**src/rtl/pix_stream_pkg.sv**
```systemverilog
// Shared types for the pixel stream sink and its capture FIFO.
package pix_stream_pkg;

  localparam int DATA_W_DEF = 8;

  // Sink controller states.
  typedef enum logic [1:0] {
    ST_IDLE  = 2'd0,
    ST_RUN   = 2'd1,
    ST_DRAIN = 2'd2,
    ST_DONE  = 2'd3
  } state_e;

  // Position tags carried with each output beat.
  typedef struct packed {
    logic sof;
    logic eol;
    logic eof;
  } frame_flags_t;

endpackage

```
**src/rtl/pix_sync_fifo.sv**
```systemverilog
// First-word-fall-through synchronous FIFO with occupancy count.
// Push and pop may coincide; at full, the pop frees the slot the push uses.
// At empty there is no bypass: pushed data shows at the head next cycle.
module pix_sync_fifo #(
  parameter int DATA_W = 8,
  parameter int DEPTH  = 16
) (
  input  logic                     clk,
  input  logic                     rst,
  input  logic                     push_i,
  input  logic [DATA_W-1:0]        push_data_i,
  input  logic                     pop_i,
  output logic [DATA_W-1:0]        pop_data_o,
  output logic                     empty_o,
  output logic [$clog2(DEPTH):0]   count_o
);

  localparam int AW = $clog2(DEPTH);

  logic [DATA_W-1:0] mem_q [DEPTH];
  logic [AW-1:0]     wr_ptr_q, rd_ptr_q;
  logic [AW:0]       count_q;
  logic              do_push, do_pop;

  assign do_pop  = pop_i && (count_q != '0);
  assign do_push = push_i && ((count_q != (AW+1)'(DEPTH)) || do_pop);

  // Storage array; no reset needed since the head is only observed when not empty.
  always_ff @(posedge clk) begin
    if (do_push) mem_q[wr_ptr_q] <= push_data_i;
  end

  // Pointers and occupancy.
  always_ff @(posedge clk or posedge rst) begin
    if (rst) begin
      wr_ptr_q <= '0;
      rd_ptr_q <= '0;
      count_q  <= '0;
    end else begin
      if (do_push) wr_ptr_q <= wr_ptr_q + AW'(1);
      if (do_pop)  rd_ptr_q <= rd_ptr_q + AW'(1);
      case ({do_push, do_pop})
        2'b10:   count_q <= count_q + (AW+1)'(1);
        2'b01:   count_q <= count_q - (AW+1)'(1);
        default: count_q <= count_q;
      endcase
    end
  end

  assign pop_data_o = mem_q[rd_ptr_q];
  assign empty_o    = (count_q == '0);
  assign count_o    = count_q;

endmodule

```
**src/rtl/pixel_stream_sink.sv**
```systemverilog
// Requests one frame of pixels from an upstream stage, captures them into a
// credit-protected FIFO and re-emits them as a tagged valid/ready stream.
// Output handshake: a beat transfers on a cycle where out_valid && out_ready;
// while out_valid && !out_ready, out_data and the flags hold steady, and
// out_valid never drops without a transfer.
module pixel_stream_sink
  import pix_stream_pkg::*;
#(
  parameter int DATA_W     = DATA_W_DEF,
  parameter int FIFO_DEPTH = 16,
  parameter int CNT_W      = 12,
  parameter int DATA_LAG   = 1
) (
  input  logic              clk,
  input  logic              rst,
  input  logic              start,
  input  logic [CNT_W-1:0]  frame_w,
  input  logic [CNT_W-1:0]  frame_h,
  output logic              req,
  input  logic              ack,
  input  logic [DATA_W-1:0] pix_in,
  output logic              out_valid,
  input  logic              out_ready,
  output logic [DATA_W-1:0] out_data,
  output logic              out_sof,
  output logic              out_eol,
  output logic              out_eof,
  output logic              busy,
  output logic              done,
  output logic              overflow,
  output state_e            state_dbg
);

  localparam int CW = $clog2(FIFO_DEPTH) + 1;
  localparam int TW = 2 * CNT_W;

  state_e            state_q, state_d;
  logic [CNT_W-1:0]  w_q, w_d, h_q, h_d, col_q, col_d, row_q, row_d;
  logic [CNT_W-1:0]  w_eff, h_eff;
  logic [TW-1:0]     total_q, total_d, issued_q, issued_d;
  logic [CW-1:0]     outst_q, outst_d, credit_q, credit_d;
  logic              req_q, req_d, ovf_q, ovf_d, last_q, last_d;
  logic              ack_live, ack_eff, ack_spur, cap_push, beat;
  logic [DATA_W-1:0] fifo_head;
  logic              fifo_empty;
  logic [CW-1:0]     fifo_count;
  frame_flags_t      flags;

  assign w_eff = (frame_w == '0) ? CNT_W'(1) : frame_w;
  assign h_eff = (frame_h == '0) ? CNT_W'(1) : frame_h;

  // Acks only matter while a frame is running; an ack with nothing
  // outstanding is flagged and never captured.
  assign ack_live = (state_q == ST_RUN) || (state_q == ST_DRAIN);
  assign ack_eff  = ack && ack_live && (outst_q != '0);
  assign ack_spur = ack && ack_live && (outst_q == '0);

  // Delay accepted acks so the FIFO write lines up with valid pix_in.
  generate
    if (DATA_LAG == 0) begin : g_no_lag
      assign cap_push = ack_eff;
    end else begin : g_lag
      logic [DATA_LAG-1:0] lag_q;
      // Ack delay line, one stage per cycle of data lag.
      always_ff @(posedge clk or posedge rst) begin
        if (rst) lag_q <= '0;
        else     lag_q <= (lag_q << 1) | DATA_LAG'(ack_eff);
      end
      assign cap_push = lag_q[DATA_LAG-1];
    end
  endgenerate

  pix_sync_fifo #(
    .DATA_W (DATA_W),
    .DEPTH  (FIFO_DEPTH)
  ) u_fifo (
    .clk         (clk),
    .rst         (rst),
    .push_i      (cap_push),
    .push_data_i (pix_in),
    .pop_i       (beat),
    .pop_data_o  (fifo_head),
    .empty_o     (fifo_empty),
    .count_o     (fifo_count)
  );

  assign out_valid = !fifo_empty;
  assign beat      = out_valid && out_ready;

  // Position tags derived from the column/row of the head beat.
  always_comb begin
    flags     = '0;
    flags.sof = out_valid && (col_q == '0) && (row_q == '0);
    flags.eol = out_valid && (col_q == w_q - CNT_W'(1));
    flags.eof = flags.eol && (row_q == h_q - CNT_W'(1));
  end

  // Next-state logic for the controller, counters and the request register.
  // Credit counts every pixel requested but not yet popped downstream
  // (outstanding, in the lag line, or sitting in the FIFO), so a request is
  // only made when a FIFO slot is guaranteed for its pixel.
  always_comb begin
    state_d  = state_q;
    w_d      = w_q;
    h_d      = h_q;
    total_d  = total_q;
    issued_d = issued_q + TW'(req_q);
    credit_d = credit_q + CW'(req_q) - CW'(beat);
    ovf_d    = ovf_q | ack_spur;
    last_d   = last_q;
    col_d    = col_q;
    row_d    = row_q;
    case ({req_q, ack_eff})
      2'b10:   outst_d = outst_q + CW'(1);
      2'b01:   outst_d = outst_q - CW'(1);
      default: outst_d = outst_q;
    endcase
    if (beat) begin
      if (flags.eol) begin
        col_d = '0;
        row_d = row_q + CNT_W'(1);
      end else begin
        col_d = col_q + CNT_W'(1);
      end
      if (flags.eof) last_d = 1'b1;
    end
    case (state_q)
      ST_IDLE: begin
        if (start) begin
          state_d  = ST_RUN;
          w_d      = w_eff;
          h_d      = h_eff;
          total_d  = TW'(w_eff) * TW'(h_eff);
          issued_d = '0;
          col_d    = '0;
          row_d    = '0;
          ovf_d    = 1'b0;
          last_d   = 1'b0;
        end
      end
      ST_RUN: begin
        if (issued_q == total_q) state_d = ST_DRAIN;
      end
      ST_DRAIN: begin
        if (last_q && (outst_q == '0) && (fifo_count == '0)) state_d = ST_DONE;
      end
      ST_DONE: begin
        state_d = ST_IDLE;
      end
      default: state_d = ST_IDLE;
    endcase
    req_d = (state_d == ST_RUN) && (issued_d < total_d) &&
            (credit_d < CW'(FIFO_DEPTH));
  end

  // State and counter registers.
  always_ff @(posedge clk or posedge rst) begin
    if (rst) begin
      state_q  <= ST_IDLE;
      w_q      <= '0;
      h_q      <= '0;
      total_q  <= '0;
      issued_q <= '0;
      outst_q  <= '0;
      credit_q <= '0;
      req_q    <= 1'b0;
      ovf_q    <= 1'b0;
      last_q   <= 1'b0;
      col_q    <= '0;
      row_q    <= '0;
    end else begin
      state_q  <= state_d;
      w_q      <= w_d;
      h_q      <= h_d;
      total_q  <= total_d;
      issued_q <= issued_d;
      outst_q  <= outst_d;
      credit_q <= credit_d;
      req_q    <= req_d;
      ovf_q    <= ovf_d;
      last_q   <= last_d;
      col_q    <= col_d;
      row_q    <= row_d;
    end
  end

  assign req       = req_q;
  assign out_data  = out_valid ? fifo_head : '0;
  assign out_sof   = flags.sof;
  assign out_eol   = flags.eol;
  assign out_eof   = flags.eof;
  assign busy      = (state_q == ST_RUN) || (state_q == ST_DRAIN);
  assign done      = (state_q == ST_DONE);
  assign overflow  = ovf_q;
  assign state_dbg = state_q;

endmodule

```
**config.mk**
```make
export PLATFORM = sky130hd
export DESIGN_NAME = pixel_stream_sink
export DESIGN_NICKNAME = d
export VERILOG_FILES = /design/src/rtl/pix_stream_pkg.sv /design/src/rtl/pix_sync_fifo.sv /design/src/rtl/pixel_stream_sink.sv
export SDC_FILE = /design/constraint.sdc
export NUM_CORES = 1
export LEC_CHECK = 0
export ABC_AREA = 0
export ABC_CLOCK_PERIOD_IN_PS = 11100
export BUFFER_PORTS_ARGS = -buffer_cell sky130_fd_sc_hd__buf_2
export CAP_MARGIN = 15
export CORE_UTILIZATION = 69
export DETAILED_ROUTE_END_ITERATION = 10
export PLACE_DENSITY = 0.86
export SLEW_MARGIN = 20
export SYNTH_ARGS = -nofsm -noshare
export SYNTH_HDL_FRONTEND = slang
export SYNTH_SLANG_ARGS = --single-unit
```
**constraint.sdc**
```tcl
create_clock -name clk -period 11.1 [get_ports clk]
set_input_delay 1.11 -clock clk [delete_from_list [all_inputs] [get_ports clk]]
set_output_delay 1.11 -clock clk [all_outputs]
set_load 0.05 [all_outputs]
```
Yosys cells after proc, flatten, opt, wreduce, memory -nomap -nowiden
Memory sizes are Yosys's and may differ from the RTL's.
Cells that the tools add are included.
{"block": "totals", "regBits": 125, "ramBits": 128, "in_bits": 37, "output_inout_bits": 18, "wordCells": 104, "n_memories": 1}
{"block": "op_classes", "n_addsub": 13, "n_mul": 1, "magnitude_cmp": 2, "n_eq_ne": 12, "n_mux": 29, "bitwise": 1, "n_reduce_logical": 29}
{"name": "u_fifo.mem_q", "words": 16, "word_bits": 8, "read_ports": 1, "rd_ports_with_merged_regs": 0, "write_ports": 1, "line": "pix_sync_fifo.sv:20", "rtl": "logic [DATA_W-1:0] mem_q [DEPTH];"}
{"operator": "12-bit two-way mux", "n": 10}
{"operator": "24-bit two-way mux", "n": 4}
{"operator": "12-bit logical NOT", "n": 4}
{"operator": "12-bit by 1-bit adder with 12-bit output (second input constant)", "n": 2}
{"operator": "24-bit by 1-bit adder with 24-bit output", "n": 1}
{"operator": "12-bit equality test", "n": 2}
{"operator": "24-bit equality test", "n": 1}
{"operator": "24-bit less-than comparator", "n": 1}
{"operator": "12-bit by 12-bit multiplier with 24-bit output", "n": 1}
{"operator": "12-bit by 1-bit subtractor with 12-bit output (second input constant)", "n": 2}
{"operator": "5-bit case mux with 2 select lines", "n": 2}
{"operator": "1-bit logical AND", "n": 14}
{"operator": "5-bit by 1-bit adder with 5-bit output (second input constant)", "n": 2}
{"operator": "5-bit logical NOT", "n": 2}
{"operator": "5-bit nonzero test", "n": 2}
{"operator": "5-bit by 1-bit subtractor with 5-bit output (second input constant)", "n": 2}
{"operator": "4-bit by 1-bit adder with 4-bit output (second input constant)", "n": 2}
{"operator": "2-bit by 1-bit equality test with 1-bit output (second input constant)", "n": 4}
{"operator": "2-bit equality test (second input constant)", "n": 4}
{"operator": "1-bit two-way mux", "n": 8}
{"operator": "8-bit two-way mux", "n": 1}
{"operator": "2-bit case mux with 4 select lines", "n": 1}
{"operator": "2-bit two-way mux", "n": 3}
{"operator": "5-bit by 1-bit adder with 5-bit output", "n": 1}
{"operator": "9 further kinds", "n": 11}

Longest topological paths before layout
Gate-level depths: netlist (run 1).
{"block": "logic_depth", "ltp_word": 8, "ltp_mapped": 29, "ltp_nobuf": 28}

Modules after synthesis
A second synthesis (run 1) with hierarchy kept.
{"block": "unflattened", "hier_cells": 1628, "area_unflattened_um2": 17586.9}
{"mod": "pixel_stream_sink", "instances": 1, "cells_per_inst": 1326, "area_each_um2": 11608.6, "seq_area_each_um2": 2802.7}
{"mod": "pix_sync_fifo", "instances": 1, "cells_per_inst": 302, "area_each_um2": 5978.2, "seq_area_each_um2": 4169.0}

Worst setup path after synthesis (run 1)
No wires, ideal clock.
{"block": "synth_timing", "kind": "in2reg", "startpoint": "in frame_w[7]", "endpoint": "reg req_q (netlist: req)", "setup_ns": 0.105, "arrival_time_ns": 7.278, "t_required_ns": 10.995, "slack_ns": 3.717, "stages": 27, "n_path_buf": 1, "path_cell_list": "nor4_1 > a31o_2 > clkbuf_1 > nand2_1 > fa_1 > fa_1 > inv_1 > fa_1 > fa_1 > inv_1 > fa_1 > inv_1 > ha_1 > a21o_1 > a21o_1 > a21o_1 > o31ai_1 > nor2_1 > or3_1 > a31oi_1 > ha_1 > a21o_1 > a21o_1 > a21o_1 > a21oi_1 > o21ai_0 > nor4b_1"}
{"block": "synth_via", "elab_chain_cells": 8}
{"element": "from (decl)", "line": "pixel_stream_sink.sv:17", "rtl": "input logic [CNT_W-1:0] frame_w,"}
{"element": "12-bit logical NOT", "line": "pixel_stream_sink.sv:49", "rtl": "assign w_eff = (frame_w == '0) ? CNT_W'(1) : frame_w;"}
{"element": "12-bit two-way mux (*)", "line": "pixel_stream_sink.sv:49"}
{"element": "12-bit by 12-bit multiplier with 24-bit output (*)", "line": "pixel_stream_sink.sv:133", "rtl": "total_d = TW'(w_eff) * TW'(h_eff);"}
{"element": "24-bit two-way mux (*)", "line": "pixel_stream_sink.sv:129", "rtl": "if (start) begin"}
{"element": "24-bit two-way mux (*)", "line": "pixel_stream_sink.sv:127", "rtl": "case (state_q)"}
{"element": "24-bit less-than comparator (*)", "line": "pixel_stream_sink.sv:152", "rtl": "req_d = (state_d == ST_RUN) && (issued_d < total_d) &&"}
{"element": "1-bit logical AND (*) (2 in a row)", "line": "pixel_stream_sink.sv:152"}
{"element": "via req_d", "line": "pixel_stream_sink.sv:42", "rtl": "logic req_q, req_d, ovf_q, ovf_d, last_q, last_d;"}
{"element": "to (signal assigned)", "line": "pixel_stream_sink.sv:179", "rtl": "req_q <= req_d;"}
{"element": "to (decl)", "line": "pixel_stream_sink.sv:42"}
Mark *: on every way through the listed nets, which the timed path passes. The rest lies on a longest branch.
A chain may end at the register's enable or synchronous reset.

Worst setup path after layout (run 1)
{"block": "layout_timing", "startpoint": "in frame_w[9]", "endpoint": "reg req_q (netlist: req)"}
The elaborated chain is that of the path after synthesis.

==> results of run 1 <==
-- synthesized netlist by cell type, drive strengths merged, types with 4 or more instances --
library cell  number  share of area [%]
and4               4               0.20
nor3              20               0.58
a21o              25                1.1
mux2i             16               0.92
nor2b              5               0.18
or4               10               0.43
xnor2             59                3.0
inv              189                4.1
mux4              40                5.2
and3              15               0.54
or3               14               0.53
o41ai              6               0.35
nand3             24               0.69
dfrtp            125                 18
nand2b            11               0.40
nand4             22               0.79
xor2              52                2.6
mux2               4               0.26
nor4              24               0.90
o21a               4               0.17
o31ai              4               0.17
edfxtp           128                 22
o211ai             7               0.38
a31oi             11               0.40
buf               17               0.47
a211oi             9               0.39
nand2            238                5.1
o311ai             7               0.35
ha               115                8.3
clkbuf            48                1.0
a21oi             37                1.1
and2              79                2.8
nor2              72                1.6
o21ai             33               0.97
fa               103                 12
-- critical path: cells and delay by family --
kind / cells / cell delay, ns
adders and majority gates: 7 / 3.04
AOI/OAI and AO/OA: 6 / 1.74
and+or+nand+nor: 8 / 1.71
buffers and inverters: 4 / 0.34
-- registers in the layout, indices dropped and copies added (netlist names) --
| register | cells |
|---|---|
| u_fifo.wr_ptr_q | 4 |
| u_fifo.mem_q | 128 |
| u_fifo.rd_ptr_q | 4 |
| total_q | 24 |
| overflow | 1 |
| issued_q | 24 |
| row_q | 12 |
| h_q | 12 |
| last_q | 1 |
| credit_q | 5 |
| w_q | 12 |
| col_q | 12 |
| u_fifo.count_o | 5 |
| outst_q | 5 |
| cap_push | 1 |
| req | 1 |
| state_dbg | 2 |
-- layout make-up --
cell class | instances | share of cell area [%]
Clock buffer | 38 | 4.18
Antenna cell | 1 | 0.0133
Multi-Input combinational cell | 1110 | 50.3
Inverter | 189 | 3.80
Sequential cell | 253 | 37.2
Tap cell | 324 | 2.16
Clock inverter | 12 | 0.580
Timing Repair Buffer | 63 | 1.80
-- stage by stage --
stage          hold WS, ns  instance area [µm²]
2_1_floorplan        0.433                17400
3_3_place_gp         0.453                17900
3_5_place_dp         0.458                17900
4_1_cts              0.470                18800
5_1_grt              0.489                18800
6_report             0.475                18800
-- per-layer routing --
layer	routed length [µm]	GRT usage, %
met1	15500	42.3
met2	20400	55.5
met3	3200	5.09
met4	1980	14.5
met5	0	0
-- cell families after synthesis --
family | count (synthesis) | share of synthesized area, %
fa+ha+maj | 218 | 20.1
flops | 253 | 40.1
buf+inv | 254 | 5.59
simple gates | 551 | 15.4
mux | 60 | 6.37
xor+xnor | 111 | 5.60
compound gates | 170 | 6.80
-- worst max-delay path by stage --
stage          startpoint  end  slack, ns
2_1_floorplan  frame_w[7]  req       3.72
3_3_place_gp   frame_w[9]  req       3.37
6_report       frame_w[9]  req       3.56
3_5_place_dp   frame_w[4]  req       3.20
5_1_grt        frame_w[4]  req       3.11
4_1_cts        frame_w[4]  req       3.62
-- where the power goes --
group / switching [W] / internal [W]
logic: 0.00120 / 0.000815
clock network: 0.000392 / 0.000503
registers: 0.000113 / 0.00110
total: 0.00170 / 0.00242
==> results summary, run 1 <==
Once the clock tree was built, the resizer swapped 0 gates to a different size. Counting I/O delays and the setup requirement, the final critical path takes roughly 7.5 ns. After the last flow step, the layout net total stands at 1899. The launch point of the worst reg-to-reg path is u_fifo.count_o[0].

The leftover overflow at the end of global routing came out at 0. The overall track demand over capacity in global routing came out at between 30% and 40%. The most numerous cell type found on the critical path is fa_1.

The depth of the most critical reg-to-reg path came out at 16. The final routed DRC violation total is 0. The buffer levels on the longest clock path is 3.

The worst setup path is launched from an input pin. The number of setup violations in the final report came out at 0. The floorplan die height came out at approximately 160 µm.

In this run, placement finished with an instance count of 1939. The footprint of the multi-input gates came out at 9440 µm². The initial utilization of the core area, before any placement, comes to 70.8%.

The final number of hold-violating endpoints came to 0. The slew of the pin with the lowest slew margin is between 1 and 1.5 ns. In this run the worst hold path is classified as flip-flop to flip-flop. For hold timing, the worst endpoint is outst_q[4].

The data arrival at the endpoint of the critical path is 7.97 ns. The number of enable flip-flop cells after synthesis came out at between 100 and 150. The site row count came out at 57. The register-to-register path setup slack is ~6.4 ns. The netlist area before placement came out at roughly 17000 µm².

The number of buffers inserted during clock tree synthesis is 27. TritonCTS built the clock tree. The number of hold buffers added after cts is 0. The root buffer cell is clkbuf_16. The total via count in the routed design is roughly 13000. The total of max-cap violations came out at 0. The total design power is 0.00413 W. In this design, the stage delay of the slowest critical-path cell is approximately 0.55 ns.

The first global-routing pass estimated 66600 µm of wire. The final cell count without fillers came out at about 2000. The remaining antenna violation count after routing came out at 0. From synthesis to final layout, the design area changed by 7.96%. The cell leakage power came out at 8.32 nW. The endpoint type of the worst setup path is a flip-flop.

In the layout the commonest cells are 237 x nand2_1, 188 x inv_1, 128 x edfxtp_1. The number of detailed-route iterations in the first pass came out at 6. The layout cell share with drive strength beyond 1 is 10.0%. The number of sinks on the clock net is approximately 250. The total die area came out at approximately 26000 µm². The final RePlAce weighted congestion is 0.944. The worst setup path is of the input pin to flip-flop kind. On the critical path, the stage with the largest delay is an instance of fa_1. The via count of the first global-routing pass came to about 13000. For the final routed database, the setup TNS stands at 0 ns. The maximum ir drop on the vdd rail came out at 0.000207 V. The flow ran to the end, and the final reports show no timing, DRC or antenna violations. Sequential cells were found to cover 40.1% of the synthesized design area. The average via count per standard cell came out at 6.37. After synthesis the netlist holds a flip-flop and latch count of 253.

The number of H-tree branching levels came out at 1. The pin count of the biggest net entering global routing is 86. The initial antenna violation count came out at 1. The filler cell count came out at between 1500 and 2000. The placeable core area came out at around 25000 µm². For this run, asynchronously set or reset flops after synthesis account for roughly half. Before CTS, the worst setup slack after placement is ~3.2 ns. The average wire per cell in the routed design came out at between 20 and 25 µm. The worst setup slack after layout came out at about 3.6 ns. In this run the most critical hold path is launched from outst_q[4]. Across the routed clock network, the largest skew measured is approximately 0.022 ns.

The maximum clock frequency came out at about 130 MHz. The number of DRC violations after detailed-routing iteration 0 is approximately 1400. The post-route core utilization is 76.5%.

The floorplan die width is around 160 µm. The required time at the worst-slack endpoint is approximately 12 ns. The post-synthesis area per instance came out at between 10 and 15 µm². The count of input and output buffers came out at 54. The count of mapped cells out of synthesis is approximately 1600. Of all nets on the critical path, the largest fanout is 14. The area occupied by registers came out at 6970 µm². The final wirelength came out at between 40000 and 50000 µm. The post-CTS setup repair buffer count came out at 0.

Counting distinct cell types in the post-synthesis netlist gives 71. Setup repair after global routing left no endpoint under its margin. Leaving out fill and tap cells, the most frequent cell in the layout is nand2_1. The count of warnings emitted by yosys is 0. Clock-pin slew was measured on the worst setup and hold paths at approximately 0.060 ns. The number of nets handed over by synthesis was 1872. The clock reaches the later pin of the worst-skew pair after between 0.5 and 0.6 ns. The reg-to-reg critical path endpoint is req. The cell count of the worst hold path came out at 1. The count of pins on the block boundary came out at 55. In this run the power density over the cells is 220 nW/µm². In the synthesized netlist the dominant register cell turns out to be edfxtp_1. The number of slew-limit violations in the final report is 0.

The headroom to the max-slew limit came out at between 30 and 40%. The share of the clock period used by the worst path came out at approximately two thirds. The HPWL after detailed placement is 28400 µm.
No activity file was read; power rests on OpenSTA's default activity.
==> run 2: changes to the inputs <==
ABC_CLOCK_PERIOD_IN_PS = 7400   (was 11100)
CORE_UTILIZATION = 64   (was 69)
PLACE_DENSITY = 0.81   (was 0.86)
clock period = 7.4 ns   (was 11.1 ns; I/O delays follow)
==> results summary, run 2 (synthesis gave the netlist of run 1 again) <==
At the worst endpoint, the required time is slightly below 8 ns. The register with the most flip-flops in the layout has approximately 130 of them. The via count of the first global-routing pass came out at approximately 12000. The top cell types in the final layout, fill and taps aside, are 237 x nand2_1, 188 x inv_1, 128 x edfxtp_1. The initial antenna violation count came out at 0. The antenna diode count is 0. The tool flagged a number of max-cap violations equal to 0. The share of the clock period used by the worst path is between 90% and 100%. Global routing used ~40% of the available met1 tracks.

In this run, post-CTS hold repair placed 0 buffers. The number of sinks on the clock net came out at approximately 250. The routed layout has about 12000 vias.

The source-to-sink clock delay at the later pin of the worst-skew pair is about 0.55 ns. The count of pins on the block boundary came out at 55. The pin count of the biggest net entering global routing came out at 74. The largest clock skew in the final design came out at between 0.02 and 0.03 ns.

Once the clock tree was built, the resizer swapped 0 gates to a different size. After legalization and detailed placement, the total HPWL measured about 28000 µm. In this run, CTS created clock tree buffers numbering 26. The global-route track usage on met3 came out at 4.04%.

The maximum ir drop on the vdd rail came out at between 0.0003 and 0.0004 V. The worst setup path is launched from an input pin. The leading cell type in the layout, fill and taps excluded is nand2_1. The remaining antenna violation count after routing came out at 0.

The worst pin sits at a relative slew slack of between 30% and 40%. The flow ran to the end, and the final reports show no timing, DRC or antenna violations. The slew of the pin with the lowest slew margin came out at between 0.9 and 1 ns. STA classifies the critical path endpoint as a flip-flop. Once the clock tree was built, the setup fixing pass inserted 0 buffers.

More flip-flops sit in one register than any other, and that register is u_fifo.mem_q. Of all nets on the critical path, the largest fanout is 11. The min-delay analysis places its worst path in the category input pin to asynchronous set/reset pin. The tree is rooted in a clkbuf_16.

The maximum single-stage delay on the critical path is about 0.54 ns. The number of setup violations in the final report is 0. After clock tree synthesis, the clock-pin slew on the worst setup and hold paths is 0.06 ns. The total overflow left after global routing is 0.

Measured along the x axis, the die boundary spans between 150 and 200 µm. The slowest stage of the critical path is the fa_1 cell. The final routed DRC violation total came out at 0. Summed over all cells, the static leakage comes to between 8 and 9 nW.

The first-pass GRT wire length is between 60000 and 70000 µm. The largest registers in the layout are u_fifo.mem_q x128, issued_q x24, total_q x24. The total die area came out at between 20000 and 30000 µm².

In the final timing run, aggregate negative setup slack is 0 ns. The power per cell area came out at between 300 and 400 nW/µm². The shortest period the worst path allows is just under 7 ns. The region available for standard cell placement spans around 26000 µm². The layout cell share with drive strength beyond 1 came out at 10.6%. The number of detailed-route iterations in the first pass came out at 5.

The floorplan die height came out at about 170 µm. The final RePlAce weighted congestion is approximately 0.86. The type of the worst setup path is input pin to flip-flop.

The final cell count without fillers is ~2000. The data arrival at the endpoint of the critical path is a little over 7 ns. Setup repair after global routing left no endpoint under its margin.

The global routing stage identified its most utilized layer as met2. The buffer levels on the longest clock path came out at 3. The number of placed instances, taps included, is 1964. The number of nets in the final layout is about 1900. The number of DRC violations after detailed-routing iteration 0 is just over 1000. The effective utilization at floorplan came out at 65.9%.

The average via count per standard cell came out at around 6.1. The overall track demand over capacity in global routing came out at 28.9%. The maximum clock frequency is 147 MHz. The number of slew-limit violations in the final report is 0. The number of H-tree branching levels came out at 1. The register-to-register path setup slack is approximately 2.8 ns.

The site row count is slightly below 60. TritonCTS built the clock tree. The count of input and output buffers came out at 54. Global routing consumed, on the met2 layer, roughly half of the routing resources. The final number of hold-violating endpoints is 0. The average wire per cell in the routed design came out at 19.3 µm. The area overhead of the layout relative to synthesis is 8.76%. The final wirelength came out at roughly 39000 µm.
-- run 2: layout make-up --
type,count,area (µm²)
well taps,335,419
flip-flops and latches,253,6970
fillers,1813,7460
clock buffers,30,676
clock inverters,18,238
inverters,189,712
multi-input cells,1110,9440
repair buffers,77,443
-- run 2: critical path: cells and delay by family --
kind | cells | cell delay (ns)
adders and majority gates | 7 | 2.75
AOI/OAI and AO/OA | 6 | 1.64
and+or+nand+nor | 8 | 1.62
buffers and inverters | 6 | 0.47
-- run 2: worst paths after layout --
path                                   startpoint                 end  depth (start not counted)
worst max-delay path                   frame_w[4]                 req                         27
worst min register to register         outst_q[4]          outst_q[4]                          1
min in group clk                       outst_q[4]          outst_q[4]                          1
max in group asynchronous                     rst  u_fifo.rd_ptr_q[0]                          3
worst max register to register  u_fifo.count_o[1]                 req                         16
worst min-delay path                          rst        issued_q[21]                          2
-- run 2: per-stage QoR --
stage | power [W] | hold slack, ns | instance area (µm²) | setup slack (ns) | util, %
2_1_floorplan | 0.00409 | 0.433 | 17400 | 0.387 | -
3_3_place_gp | 0.00473 | 0.453 | 18000 | 0.206 | 68.2
3_5_place_dp | 0.00483 | 0.463 | 18000 | 0.0910 | 68.2
4_1_cts | 0.00625 | 0.339 | 18900 | 0.619 | 71.7
5_1_grt | 0.00662 | 0.372 | 18900 | 0.0673 | 71.7
6_report | 0.00622 | 0.310 | 18900 | 0.586 | 71.7
-- run 2: layer usage --
metal | wire length, µm | part of all wire (%) | up-vias
li1 | - | - | 5588
met1 | 16300 | 42 | 6151
met2 | 19000 | 49 | 433
met3 | 2620 | 6.7 | 73
met4 | 983 | 2.5 | 0
met5 | 0 | 0 | -
-- run 2: report_power, final --
group	total, W	internal [W]	switching [W]	leakage (nW)
Combinational	0.00301	0.00124	0.00177	5.26
Sequential	0.00182	0.00165	0.000167	2.70
Clock	0.00140	0.000833	0.000563	0.433
==> run 3: changes to the inputs <==
SYNTH_HIERARCHICAL = 1   (was not set)
==> results summary, run 3 <==
The flow ran to the end, and the final reports show no timing, DRC or antenna violations. The cell internal power dissipation is 0.00413 W. The buffer levels on the longest clock path is 3. A synthesized cell averages around 11 µm². The source-to-sink clock delay at the later pin of the worst-skew pair is 0.56 ns.

The number of slew-limit violations in the final report was 0. The number of gates resized after CTS was 0. The commonest cells after synthesis are 221 x nand2_1, 189 x inv_1, 128 x edfxtp_1, 125 x dfrtp_1, 115 x ha_1. The cell leakage power came out at around 8.5 nW. The shortest period the worst path allows is roughly 7 ns.

The placeable core area is ~27000 µm². Yosys mapped the design onto 69 distinct sky130hd cell types. The slew of the pin with the lowest slew margin came out at between 0.8 and 0.9 ns.

The layout cell share with drive strength beyond 1 is around 9%. The net switching power of the design is between 0.003 and 0.004 W. The number of nets in the final layout came out at 1920. In the post-synthesis netlist, the biggest area contributors are edfxtp_1 22%, dfrtp_1 18%, fa_1 12%.

The maximum fanout along the worst path came out at 14. Setup slack on the critical path of the routed design comes to between 0.4 and 0.5 ns. The part of the Yosys area used for sequential elements is 39.6%. Leaving out fill and tap cells, the most frequent cell in the layout is nand2_1. The share of the clock period used by the worst path is between 90% and 100%. The via count of the first global-routing pass is 12600.

In the synthesized netlist, the number of instances is around 1600. The flip-flop count of the largest register after layout is approximately 130. The die covers approximately 28000 µm².

The effective utilization at floorplan is approximately 65%. Of all cell types, the one taking the most synthesized area is edfxtp_1. In the routed design, unresolved DRC markers number 0. The synthesized design devotes to its leading area cell type about 22% of total area.

The initial antenna violation count was 0. The overall track demand over capacity in global routing came out at 28.8%. The switching power as a share of total power came out at a little over two fifths. The number of hold buffers added after cts came out at 0. The HPWL after detailed placement came out at between 20000 and 30000 µm.

Ranked by flip-flop count, first place goes to u_fifo/mem_q. After clock tree synthesis, the clock-pin slew on the worst setup and hold paths is roughly 0.07 ns. The largest registers in the layout are u_fifo/mem_q x128, issued_q x24, total_q x24. The number of sinks on the clock net came out at approximately 250. The fraction of synthesis flops using an asynchronous set or reset pin is 49.4%. The worst setup path is captured at a flip-flop. Prior to clock tree synthesis, the placed netlist has a worst setup slack of -0.0145 ns. Clock tree synthesis selected as its root buffer the cell clkbuf_16. After floorplanning, the core was divided into 60 placement rows. The die is between 150 and 200 µm wide. Detailed routing inserted a total of 12200 vias. The leftover overflow at the end of global routing came out at 0.

The final number of hold-violating endpoints came out at 0. By instance count, the leading cell after synthesis is nand2_1. The final RePlAce weighted congestion came out at about 0.91. The post-route core utilization is a little over two thirds. In this run the worst hold path is classified as input pin to asynchronous set/reset pin.

In this run the remaining antenna-violating nets after routing total 0. The clock network accounts for between 15 and 20% of the total power. CTS built an H-tree with a depth of 1. The largest clock skew in the final design came out at roughly 0.031 ns. The count of input and output buffers is between 50 and 60. The count of warnings emitted by yosys came out at 6. The synthesized design contains approximately 130 enable-type register cells.

Setup repair after global routing left no endpoint under its margin. In this run the vertical extent of the chip is 168 µm. The required time at the worst-slack endpoint is slightly below 8 ns. The relative contribution of combinational cells to total power came out at 54.0%.

The fraction of power consumed by sequential logic is between 20 and 30%. The worst pin sits at a relative slew slack of ~42%. The data arrival at the endpoint of the critical path is 7.42 ns.

The number of detailed-route iterations in the first pass came out at 6. Across the VDD grid, the largest voltage drop is ~0.00026 V. The pin count of the biggest net entering global routing came out at 75. The number of setup violations in the final report came out at 0. The total of max-cap violations is 0. After the first detailed-routing iteration, the DRC count stood at approximately 1100.

The type of the worst setup path is input pin to flip-flop. In the synthesized netlist the dominant register cell turns out to be edfxtp_1. The post-CTS setup repair buffer count is 0. STA classifies the critical path startpoint as an input pin.

The number of nets handed over by synthesis was 1883. The top cell types in the final layout, fill and taps aside, are 220 x nand2_1, 188 x inv_1, 128 x edfxtp_1. The netlist area before placement is 17600 µm². In the final routed layout, each cell accounts on average for about 19 µm. The final wirelength is 38600 µm.

The area overhead of the layout relative to synthesis is 8.03%. The first-pass GRT wire length came out at between 60000 and 70000 µm. The number of buffers inserted during clock tree synthesis came out at 26. Power spread over the standard cell area amounts to about 380 nW/µm². In this run, synthesis produced a sequential element count of around 250. The count of pins on the block boundary came out at between 50 and 60. The TritonCTS clock tree is yes. The maximum clock frequency came out at between 100 and 150 MHz. In the routed layout, each cell is associated on average with a via count of about 6.0.
run 3: cell count changes in the layout (fill, tap and decap cells not counted), moves of 8 or more:
cell,before,now
mux4_1,0,30
xnor2_1,59,76
nor4_1,23,14
mux4_2,40,10
xor2_1,52,35
nand2_1,237,220
nor2b_1,5,13
nand3_1,24,36
run 3: metal layers:
layer  up-vias  track usage, %  share of wire (%)
li1       5631               -                  -
met1      6050            37.3                 41
met2       435            48.8                 49
met3        96            5.36                6.5
met4         0            10.1                3.2
met5         -               0                  0
run 3: kinds of logic after synthesis:
| group | Yosys count | synth area share [%] |
|---|---|---|
| flops | 253 | 39.6 |
| simple gates | 551 | 15.5 |
| buf+inv | 258 | 5.77 |
| mux | 65 | 7.24 |
| fa+ha+maj | 218 | 19.9 |
| compound gates | 172 | 6.41 |
| xor+xnor | 111 | 5.53 |
run 3: metrics by stage:
step	setup TNS [ns]	total power [W]	area [µm²]	hold WS (ns)	cells
2_1_floorplan	0	0.00502	17600	0.433	1628
3_3_place_gp	0	0.00575	18200	0.457	1978
3_5_place_dp	-0.0145	0.00590	18200	0.468	1978
4_1_cts	0	0.00726	19000	0.240	2024
5_1_grt	0	0.00781	19000	0.264	2024
6_report	0	0.00725	19000	0.235	2025
run 3: power by group through the flow:
stage	clock network (W)	logic, W	registers (W)
final	0.00129	0.00392	0.00205
after CTS	0.00131	0.00391	0.00204
after global placement	0	0.00370	0.00205
after detailed placement	0	0.00384	0.00206
after floorplan	0	0.00303	0.00198
after global routing	0.00136	0.00437	0.00208
run 3: path summary, 6_finish.rpt:
path	end	depth (start not counted)	slack (ns)	startpoint
min in group clk	cap_push	3	0.44	ack
max	req	28	0.45	frame_w[1]
min reg2reg	outst_q[4]	1	0.48	outst_q[4]
max reg2reg	req	18	3.20	u_fifo/count_o[1]
max in group asynchronous	h_q[9]	3	5.83	rst
min	u_fifo/rd_ptr_q[1]	2	0.23	rst
run 3: final cells by class:
| cell class | count | area (µm²) |
|---|---|---|
| Multi-Input combinational cell | 1117 | 9600 |
| Fill cell | 1866 | 7950 |
| Sequential cell | 253 | 6970 |
| Inverter | 189 | 712 |
| Clock buffer | 30 | 666 |
| Timing Repair Buffer | 78 | 450 |
| Tap cell | 341 | 427 |
| Clock inverter | 16 | 166 |
| Antenna cell | 1 | 2.50 |
run 3: critical path: stages:
cell and delay [ns]:
buf_2 0.19, nor4_1 0.29, a31o_2 0.23, nand2_1 0.06
fa_1 0.40, fa_1 0.39, inv_1 0.08, fa_1 0.43
fa_1 0.57, inv_1 0.06, fa_1 0.48, inv_1 0.05
ha_1 0.33, a2111oi_0 0.37, o21ai_0 0.25, a31o_2 0.28
a21oi_1 0.21, o21ai_0 0.13, xor2_1 0.18, mux2i_1 0.11
ha_1 0.33, a21o_1 0.18, a21o_1 0.16, a21o_1 0.17
a21o_1 0.17, a211oi_1 0.29, o22ai_1 0.13, nor3_1 0.14
